File: config.mk
export PLATFORM = sky130hd
export DESIGN_NAME = sliced_alu
export DESIGN_NICKNAME = d
export VERILOG_FILES = /design/src/rtl/sliced_alu_pkg.sv /design/src/rtl/alu_slice.sv /design/src/rtl/sliced_alu.sv
export SDC_FILE = /design/constraint.sdc
export NUM_CORES = 1
export LEC_CHECK = 0
export CAP_MARGIN = 0
export CORE_MARGIN = 2
export CORE_UTILIZATION = 45
export DETAILED_ROUTE_END_ITERATION = 8
export HOLD_SLACK_MARGIN = 0.03
export PLACE_DENSITY = 0.76
export RECOVER_POWER = 50
export REMOVE_ABC_BUFFERS = 1
export SLEW_MARGIN = 10
export SYNTH_ARGS = -nofsm -noshare
export SYNTH_HDL_FRONTEND = slang
export SYNTH_HIERARCHICAL = 1
export SYNTH_SLANG_ARGS = --single-unit
File: constraint.sdc
create_clock -name clk -period 4.1 [get_ports clk]
set_input_delay 0.82 -clock clk [delete_from_list [all_inputs] [get_ports clk]]
set_output_delay 0.82 -clock clk [all_outputs]
set_load 0.005 [all_outputs]
File: src/rtl/sliced_alu_pkg.sv
// sliced_alu_pkg: shared types and constants for the bit-serial-by-slice ALU.
// Holds the FSM state enum, common 74181 select encodings and mode constants.
package sliced_alu_pkg;

    typedef enum logic [1:0] {
        IDLE = 2'd0,
        RUN  = 2'd1,
        DONE = 2'd2
    } state_t;

    // S_SUB and S_XOR share a code; the M input picks the meaning
    localparam logic [3:0] S_ADD   = 4'b1001;
    localparam logic [3:0] S_SUB   = 4'b0110;
    localparam logic [3:0] S_XOR   = 4'b0110;
    localparam logic [3:0] S_AND   = 4'b1011;
    localparam logic [3:0] S_OR    = 4'b1110;
    localparam logic [3:0] S_PASSA = 4'b1111;

    localparam logic M_LOGIC = 1'b1;
    localparam logic M_ARITH = 1'b0;

endpackage

File: src/rtl/alu_slice.sv
// alu_slice: combinational W-bit 74181-style function unit (active-high data).
// Ports: a, b, s, m, cin in; f, cout out; cin_msb out with SLICED_ALU_OVERFLOW_EN.
module alu_slice
    import sliced_alu_pkg::*;
#(
    parameter int W = 4
) (
    input  logic [W-1:0] a,
    input  logic [W-1:0] b,
    input  logic [3:0]   s,
    input  logic         m,
    input  logic         cin,
`ifdef SLICED_ALU_OVERFLOW_EN
    output logic         cin_msb,
`endif
    output logic [W-1:0] f,
    output logic         cout
);

    logic [W-1:0] x;
    logic [W-1:0] y;
    logic [W:0]   sum;
    logic [W-1:0] low;

    // 74181 operand terms: arithmetic result is x + y + cin,
    // and the logic result is the bitwise xnor of the same terms.
    assign x = a | (b & {W{s[0]}}) | (~b & {W{s[1]}});
    assign y = (a & ~b & {W{s[2]}}) | (a & b & {W{s[3]}});

    assign sum = {1'b0, x} + {1'b0, y} + {{W{1'b0}}, cin};
    // Sum of the lower W-1 bits; its top bit is the carry into the slice MSB
    assign low = {1'b0, x[W-2:0]} + {1'b0, y[W-2:0]} + {{(W-1){1'b0}}, cin};

    assign f    = m ? ~(x ^ y) : sum[W-1:0];
    assign cout = m ? 1'b0 : sum[W];

`ifdef SLICED_ALU_OVERFLOW_EN
    assign cin_msb = m ? 1'b0 : low[W-1];
`else
    logic unused_low;
    assign unused_low = ^low;
`endif

endmodule

File: src/rtl/sliced_alu.sv
// sliced_alu: WIDTH-bit 74181-function ALU computed SLICE bits per clock, LSB first.
// Ports: clk, rst_n, start, A, B, S, M, Pin in; busy, done, R, Pout, Z out;
// V (signed overflow) out only when SLICED_ALU_OVERFLOW_EN is defined.
module sliced_alu
    import sliced_alu_pkg::*;
#(
    parameter int WIDTH = 16,
    parameter int SLICE = 4
) (
    input  logic             clk,
    input  logic             rst_n,
    input  logic             start,
    input  logic [WIDTH-1:0] A,
    input  logic [WIDTH-1:0] B,
    input  logic [3:0]       S,
    input  logic             M,
    input  logic             Pin,
`ifdef SLICED_ALU_OVERFLOW_EN
    output logic             V,
`endif
    output logic             busy,
    output logic             done,
    output logic [WIDTH-1:0] R,
    output logic             Pout,
    output logic             Z
);

    localparam int NSL = WIDTH / SLICE;
    localparam int CW  = (NSL > 1) ? $clog2(NSL) : 1;

    state_t           state;
    logic [WIDTH-1:0] a_q;
    logic [WIDTH-1:0] b_q;
    logic [WIDTH-1:0] shadow;
    logic [3:0]       s_q;
    logic             m_q;
    logic             carry_q;
    logic [CW-1:0]    cnt;

    logic [SLICE-1:0] f_sl;
    logic             cout_sl;

`ifdef SLICED_ALU_OVERFLOW_EN
    logic cmsb_sl;
    logic cmsb_q;
`endif

    // Operands shift right each RUN cycle so the active slice is always
    // the low SLICE bits; results enter the shadow from the top.
    alu_slice #(
        .W (SLICE)
    ) u_slice (
        .a       (a_q[SLICE-1:0]),
        .b       (b_q[SLICE-1:0]),
        .s       (s_q),
        .m       (m_q),
        .cin     (carry_q),
`ifdef SLICED_ALU_OVERFLOW_EN
        .cin_msb (cmsb_sl),
`endif
        .f       (f_sl),
        .cout    (cout_sl)
    );

    always_ff @(posedge clk or negedge rst_n) begin
        if (!rst_n) begin
            state   <= IDLE;
            a_q     <= '0;
            b_q     <= '0;
            shadow  <= '0;
            s_q     <= '0;
            m_q     <= 1'b0;
            carry_q <= 1'b0;
            cnt     <= '0;
            busy    <= 1'b0;
            done    <= 1'b0;
            R       <= '0;
            Pout    <= 1'b0;
            Z       <= 1'b0;
`ifdef SLICED_ALU_OVERFLOW_EN
            cmsb_q  <= 1'b0;
            V       <= 1'b0;
`endif
        end else begin
            done <= 1'b0;
            unique case (state)
                IDLE: begin
                    if (start) begin
                        a_q     <= A;
                        b_q     <= B;
                        s_q     <= S;
                        m_q     <= M;
                        carry_q <= Pin;
                        cnt     <= '0;
                        busy    <= 1'b1;
                        state   <= RUN;
                    end
                end
                RUN: begin
                    a_q     <= a_q >> SLICE;
                    b_q     <= b_q >> SLICE;
                    shadow  <= (shadow >> SLICE)
                             | (WIDTH'(f_sl) << (WIDTH - SLICE));
                    carry_q <= cout_sl;
                    if (cnt == CW'(NSL - 1)) begin
`ifdef SLICED_ALU_OVERFLOW_EN
                        cmsb_q <= cmsb_sl;
`endif
                        state <= DONE;
                    end else begin
                        cnt <= cnt + 1'b1;
                    end
                end
                DONE: begin
                    R     <= shadow;
                    Pout  <= carry_q & ~m_q;
                    Z     <= (shadow == '0);
`ifdef SLICED_ALU_OVERFLOW_EN
                    V     <= (cmsb_q ^ carry_q) & ~m_q;
`endif
                    done  <= 1'b1;
                    busy  <= 1'b0;
                    state <= IDLE;
                end
                default: state <= IDLE;
            endcase
        end
    end

endmodule

---- Word-level counts from Yosys, hierarchy flattened ----
Index checks and enable logic that the tools add are counted.
storage, ports and cells
  flip-flop bits (word level) ............. 78
  input bits .............................. 41
cells by class
  $add $sub $neg .......................... 3
  equal/unequal tests ..................... 6
  muxes and demuxes ....................... 17
  bitwise gates (word level) .............. 15
  reductions and logical operators ........ 9
operators by type and width
  operator                                       number
  case mux 16 bit (2 select lines)               2
  two-way mux 16 bit                             2
  AND 4 bit                                      6
  logical NOT 16 bit                             1
  OR 12 x 16 -> 16 bit                           1
  OR 4 bit                                       3
  two-way mux 2 bit                              4
  inverter 4 bit                                 2
  case mux 2 bit (2 select lines)                2
  AND reduction 2 bit                            4
  != test 2 bit, second input constant           3
  adder 4 x 4 -> 5 bit                           1
  adder 5 x 1 -> 5 bit                           1
  == test 2 bit, second input constant           2
  two-way mux 1 bit                              4
  two-way mux 4 bit                              1
  case mux 1 bit (2 select lines)                2
  nonzero test 2 bit                             2
  bitwise XOR 4 bit                              1
  AND reduction 3 bit                            1
  adder 2 x 1 -> 2 bit, second input constant    1
  == test 2 x 1 -> 1 bit, second input constant  1
  logical NOT 2 bit                              1
  AND 1 bit                                      1
  inverter 1 bit                                 1

---- Longest topological paths before layout ----
  depth after elaboration ................. 8
  gate-level depth with buffers ........... 11
  mapped depth without buffers ............ 11

---- By module ----
The synthesis kept the hierarchy.
modules (own cells, without submodules)
  module      instances  cells each  area an instance (um2)  sequential area each (um2)
  sliced_alu  1          235         3179.3                  1951.9
  alu_slice   1          37          306.5                   0.0

---- Worst setup path after synthesis ----
OpenSTA, ideal clock, no wires.
  path kind ............................... register -> register
  from .................................... reg b_q[0]
  to ...................................... reg carry_q
  arrival ................................. 1.915 ns
  data required time ...................... 3.968 ns
  path slack .............................. 2.053 ns
  cell stages (with the launch flop) ...... 11
  clock period less this slack ............ 2.047 ns
  cell sequence ........................... dfrtp_1 -> mux2_2 -> nand2_1 -> fa_1 -> inv_1 -> fa_1 -> a21o_2 -> a21oi_1 -> nor2_1 -> mux2i_1 -> o21ai_1
between the ends
  word-level cells in the longest chain between the ends .. 8
  elaborated cells between the ends (all ways) .. 14
  those cells by class .................... add/sub: 2; mux: 2; bitwise: 10
RTL lines
  element                            RTL line                          RTL
  start: declaration                 sliced_alu.sv:33                  logic [WIDTH-1:0] b_q;
  start signal: assignment           sliced_alu.sv:101                 b_q <= b_q >> SLICE;
  inverter 4 bit                     alu_slice.sv:27, alu_slice.sv:28
  AND 4 bit (2 in series)            alu_slice.sv:28                   assign y = (a & ~b & {W{s[2]}}) | (a & b & {W{s[3]}});
  OR 4 bit                           alu_slice.sv:28
  adder 4 x 4 -> 5 bit *             alu_slice.sv:30                   assign sum = {1'b0, x} + {1'b0, y} + {{W{1'b0}}, cin};
  adder 5 x 1 -> 5 bit *             alu_slice.sv:30
  two-way mux 1 bit *                alu_slice.sv:35                   assign cout = m ? 1'b0 : sum[W];
  named net cout_sl                  sliced_alu.sv:41                  logic cout_sl;
  case mux 1 bit (2 select lines) *  sliced_alu.sv:86                  unique case (state)
  end signal: assignment             sliced_alu.sv:93                  carry_q <= Pin;
  end signal: assignment             sliced_alu.sv:104                 carry_q <= cout_sl;
  end: declaration                   sliced_alu.sv:37                  logic carry_q;
Mark *: on every way through the listed nets, which the timed path passes. The rest lies on a longest branch.
A chain may end at the register's enable or synchronous reset.

---- Worst setup path in the final report ----
  from .................................... in start
  to ...................................... reg b_q[10]
between the ends
  word-level cells in the longest chain between the ends .. 2
RTL lines
  element                               RTL line          RTL
  start: declaration                    sliced_alu.sv:12  input logic start,
  != test 2 bit (no source line)        n/a
  AND reduction 2 bit (no source line)  n/a
No other way between the ends.

==> metrics list <==
- Die Span Y: 92.0 um
* Dominant cell type by area after synthesis: dfrtp_1
- Of all flip-flops after synthesis, the portion carrying an async set or reset was 100%.
- After filler insertion, the fill cell instance count of the layout stands at 640.
- In the synthesized netlist, mux cells make up 21.2% of the area.
- Max Cap Viol: 1
- Critical Path End Type: register
- Total half-perimeter wirelength after legalization and detailed placement: 4440 um
* Wire length of the first global-routing pass: 11300 um
* Count of nets after finishing: 380
- Hold Vio Cnt, Final: 0
- Maximum cell stage delay along the critical path: 1.12 ns
- FF/Latch Area: 1950 um^2
- Clock root buffer: clkbuf_8
* Worst Path Arrival: 3.16 ns
- Clock transition at path regs: 0.08 ns
- Port-buffer cells: 60
- After detailed placement, the design holds a cell count of 423.
- Cell Chain, Critical Path: dlygate4sd3_1 -> o21bai_1 -> buf_4 -> o21ai_0
- Met2 wire length: 3090 um
- Post-Synth Simple-Gate Area: 6.86%
- The clock tree synthesis step divided the H-tree into 3 levels.
- Total track usage: 17.1%
- After floorplanning, the core was sized to cover 7610 um^2.
* Layout area overhead: 25.6%
- Summed over all layers, the global routing overflow is 0.
- Once routing completed, OpenROAD measured the worst setup slack at 1.15 ns.
* Cell Area, Synth: 3490 um^2
- Antenna violations before repair: 0
- TritonCTS built the clock tree.
* GP Congestion: 0.748
- Minimum setup slack after placement: 1.64 ns
- The first detailed-routing pass took 4 iterations.
* Synthesized instance count: 272
- The critical path is of the input port to register type.
* Static leakage power: 1.97 nW
- Between clock sinks in the finished design, the worst skew comes to 0.00625 ns.
* Share of Yosys cell area claimed by the top area cell type: 56.0%
* Data required time of the critical path: 4.31 ns
- The completed layout was analyzed and its total power is 3.60 mW.
* Standard cell with the maximum stage delay on the critical path: o21bai_1
* Met1 WL: 3110 um
- Summing the areas of all compound-gate instances in the mapped netlist gives 8.44% of the synthesized area.
- Mean number of vias per cell: 5.12
- After detailed routing, the number of remaining DRC violations is 0.
- Layout cell share with drive strength beyond 1: 17.8%
- Portion of the clock cycle consumed by the worst path in the final layout: 71.9%
- Post-route core utilization: 57.6%
- Worst path top cell family by delay: compound AO/OA/AOI/OAI gates
- The first routing iteration left 122 violations.
- CTS resizes: 0
* Total die area: 8470 um^2
* Top FF cell, synth: dfrtp_1
- At the pin with the least slew margin, the transition time is 1.87 ns.
* Post-route design area: 4380 um^2
- Multi-input gate area in the final layout: 1400 um^2
- Post-synth EDFFs: 0
* Effective utilization at floorplan: 45.8%
* Most area-consuming cells after synthesis: dfrtp_1 (56%), mux2_2 (12%), mux2i_1 (8.6%)
* Fmax achieved: 339 MHz
* Peak ir drop on the vdd network: 0.441 mV
- 61 I/O pins were placed.
- The repair_antennas step left the layout with diodes totalling 0.
* Placed Area: 4140 um^2
* Sink count of the clock tree: 78
* Final setup violation count: 0
* Main combinational cell family by area after synthesis: multiplexers
- Number of nets still failing antenna checks after routing: 0
* Result of the run: complete, but fails checks
* Unrepaired setup endpoints after global routing: no
- Post-synthesis sequential element count: 78
* Sequential area share after synthesis: 56.0%
- Measured against its own limit, the worst slew margin works out to -24.8%.
- Hold is met by 0.485 ns.
- Mean cell area of the mapped netlist: 12.8 um^2
- Hold_buf cts: 0
- Of all nets on the critical path, the largest fanout is 34.
- CP startpoint kind: input port
* Synth Warn #: 6
- Setup Fix Bufs, Post-CTS: 0
* Power Density: 822 nW/um^2
- The final route contains 2249 vias.
- Counting the buffers created by CTS gives 9.
- Kind of path behind the tightest hold check: register to register
* Non-filler cells, final: 439
- Sum of met3 wire segment lengths after detailed routing: 210 um
- Count of final max-slew check failures: 79
* Violated checks: capacitance limit, slew limit
* Critical path buffers and inverters: 2
* Maximum number of pins on one net before global-route repair: 79
* Number of distinct library cells after synthesis: 33
- The clock passes through at most 2 buffers.
* # rows: 32
* Adder-cell share of the synthesized area: 2.94%
- The clock reaches the later pin of the worst-skew pair after 0.35 ns.
- Dividing the detail-routed wire length by the instance count gives 14.7 um.
* Min Clock Period, post-route: 2.95 ns
- After routing, the total negative slack on setup checks comes to 0 ns.
* Total wire length after detailed routing: 6460 um
- The floorplan step set the die width to 92.0 um.
- The number of global-route vias before repair came to 2327.
* Top layer in use: met4
- After Yosys synthesis, XOR and XNOR cells account for 0.503% of the synthesized area.
## state kept, by name, indices dropped and copies added (netlist names)
signal / cells
R: 16
a_q: 16
b_q: 16
shadow: 16
s_q: 4
cnt: 2
state: 2
Pout: 1
Z: 1
busy: 1
carry_q: 1
done: 1
m_q: 1
## placed cells by master (no fill, tap or decap), drive strengths merged, types with 3 or more instances in the layout
cell,Yosys,layout
dfrtp,78,78
clkbuf,3,12
inv,7,7
nor2,3,3
clkdlybuf4s50,0,58
mux2i,30,30
bufinv,0,4
o21ai,27,27
a211o,5,5
mux2,39,39
nor4,4,4
nor2b,8,8
a22o,9,9
ha,5,5
nand2,28,28
## final cells by class
type / instances / share of cell area, %
timing repair buffer: 63 / 14.0
clock inverter: 6 / 3.06
inverter: 7 / 0.600
tap: 102 / 2.91
clock buffer: 10 / 2.91
multi-input combinational: 173 / 31.9
sequential: 78 / 44.6
## worst min-delay path, stage by stage (launching register included)
cell,delay (ns)
dfrtp_1,0.35
nand2_1,0.05
o21ai_0,0.06
## worst paths after layout
| kind | startpoint | cells past startpoint | endpoint | slack, ns |
|---|---|---|---|---|
| max reg2reg | state[0] | 3 | b_q[10] | 1.71 |
| max in group asynchronous | rst_n | 1 | cnt[0] | 2.01 |
| min in group asynchronous | rst_n | 1 | a_q[11] | 0.98 |
| max | start | 4 | b_q[10] | 1.15 |
| min | Z | 2 | Z | 0.48 |
| min reg2reg | Z | 2 | Z | 0.48 |
## synth_stat cells, types with 2 or more instances
| library cell | count |
|---|---|
| nor4_1 | 4 |
| a211o_1 | 5 |
| mux2i_1 | 30 |
| o21ai_0 | 8 |
| buf_4 | 3 |
| o21ai_1 | 19 |
| buf_6 | 5 |
| nor2b_1 | 7 |
| dfrtp_1 | 78 |
| buf_2 | 2 |
| inv_1 | 7 |
| nand2_1 | 28 |
| mux2_2 | 38 |
| a22o_1 | 8 |
| xnor2_1 | 2 |
| nand2b_1 | 2 |
| fa_1 | 2 |
| clkbuf_1 | 3 |
| ha_1 | 5 |
| nor2_1 | 3 |
## report_power, final
part / total, mW / internal [mW] / switching (mW)
registers: 1.40 / 1.13 / 0.275
clock network: 0.743 / 0.466 / 0.277
logic: 1.45 / 0.826 / 0.627
total: 3.60 / 2.42 / 1.18
## logic make-up after synthesis
logic type / after synthesis
flip-flops: 78
multiplexers: 69
AND/OR/NAND/NOR: 49
AO/OA/AOI/OAI: 46
buffers and inverters: 21
adder cells (fa/ha/maj): 7
XOR/XNOR: 2
## routing by layer
metal  global-route usage (%)  vias up
li1                         -     1085
met1                     22.6     1124
met2                     27.1       35
met3                     4.93        5
met4                     5.97        0
met5                        0        -
(Power assumes the default switching activity.)
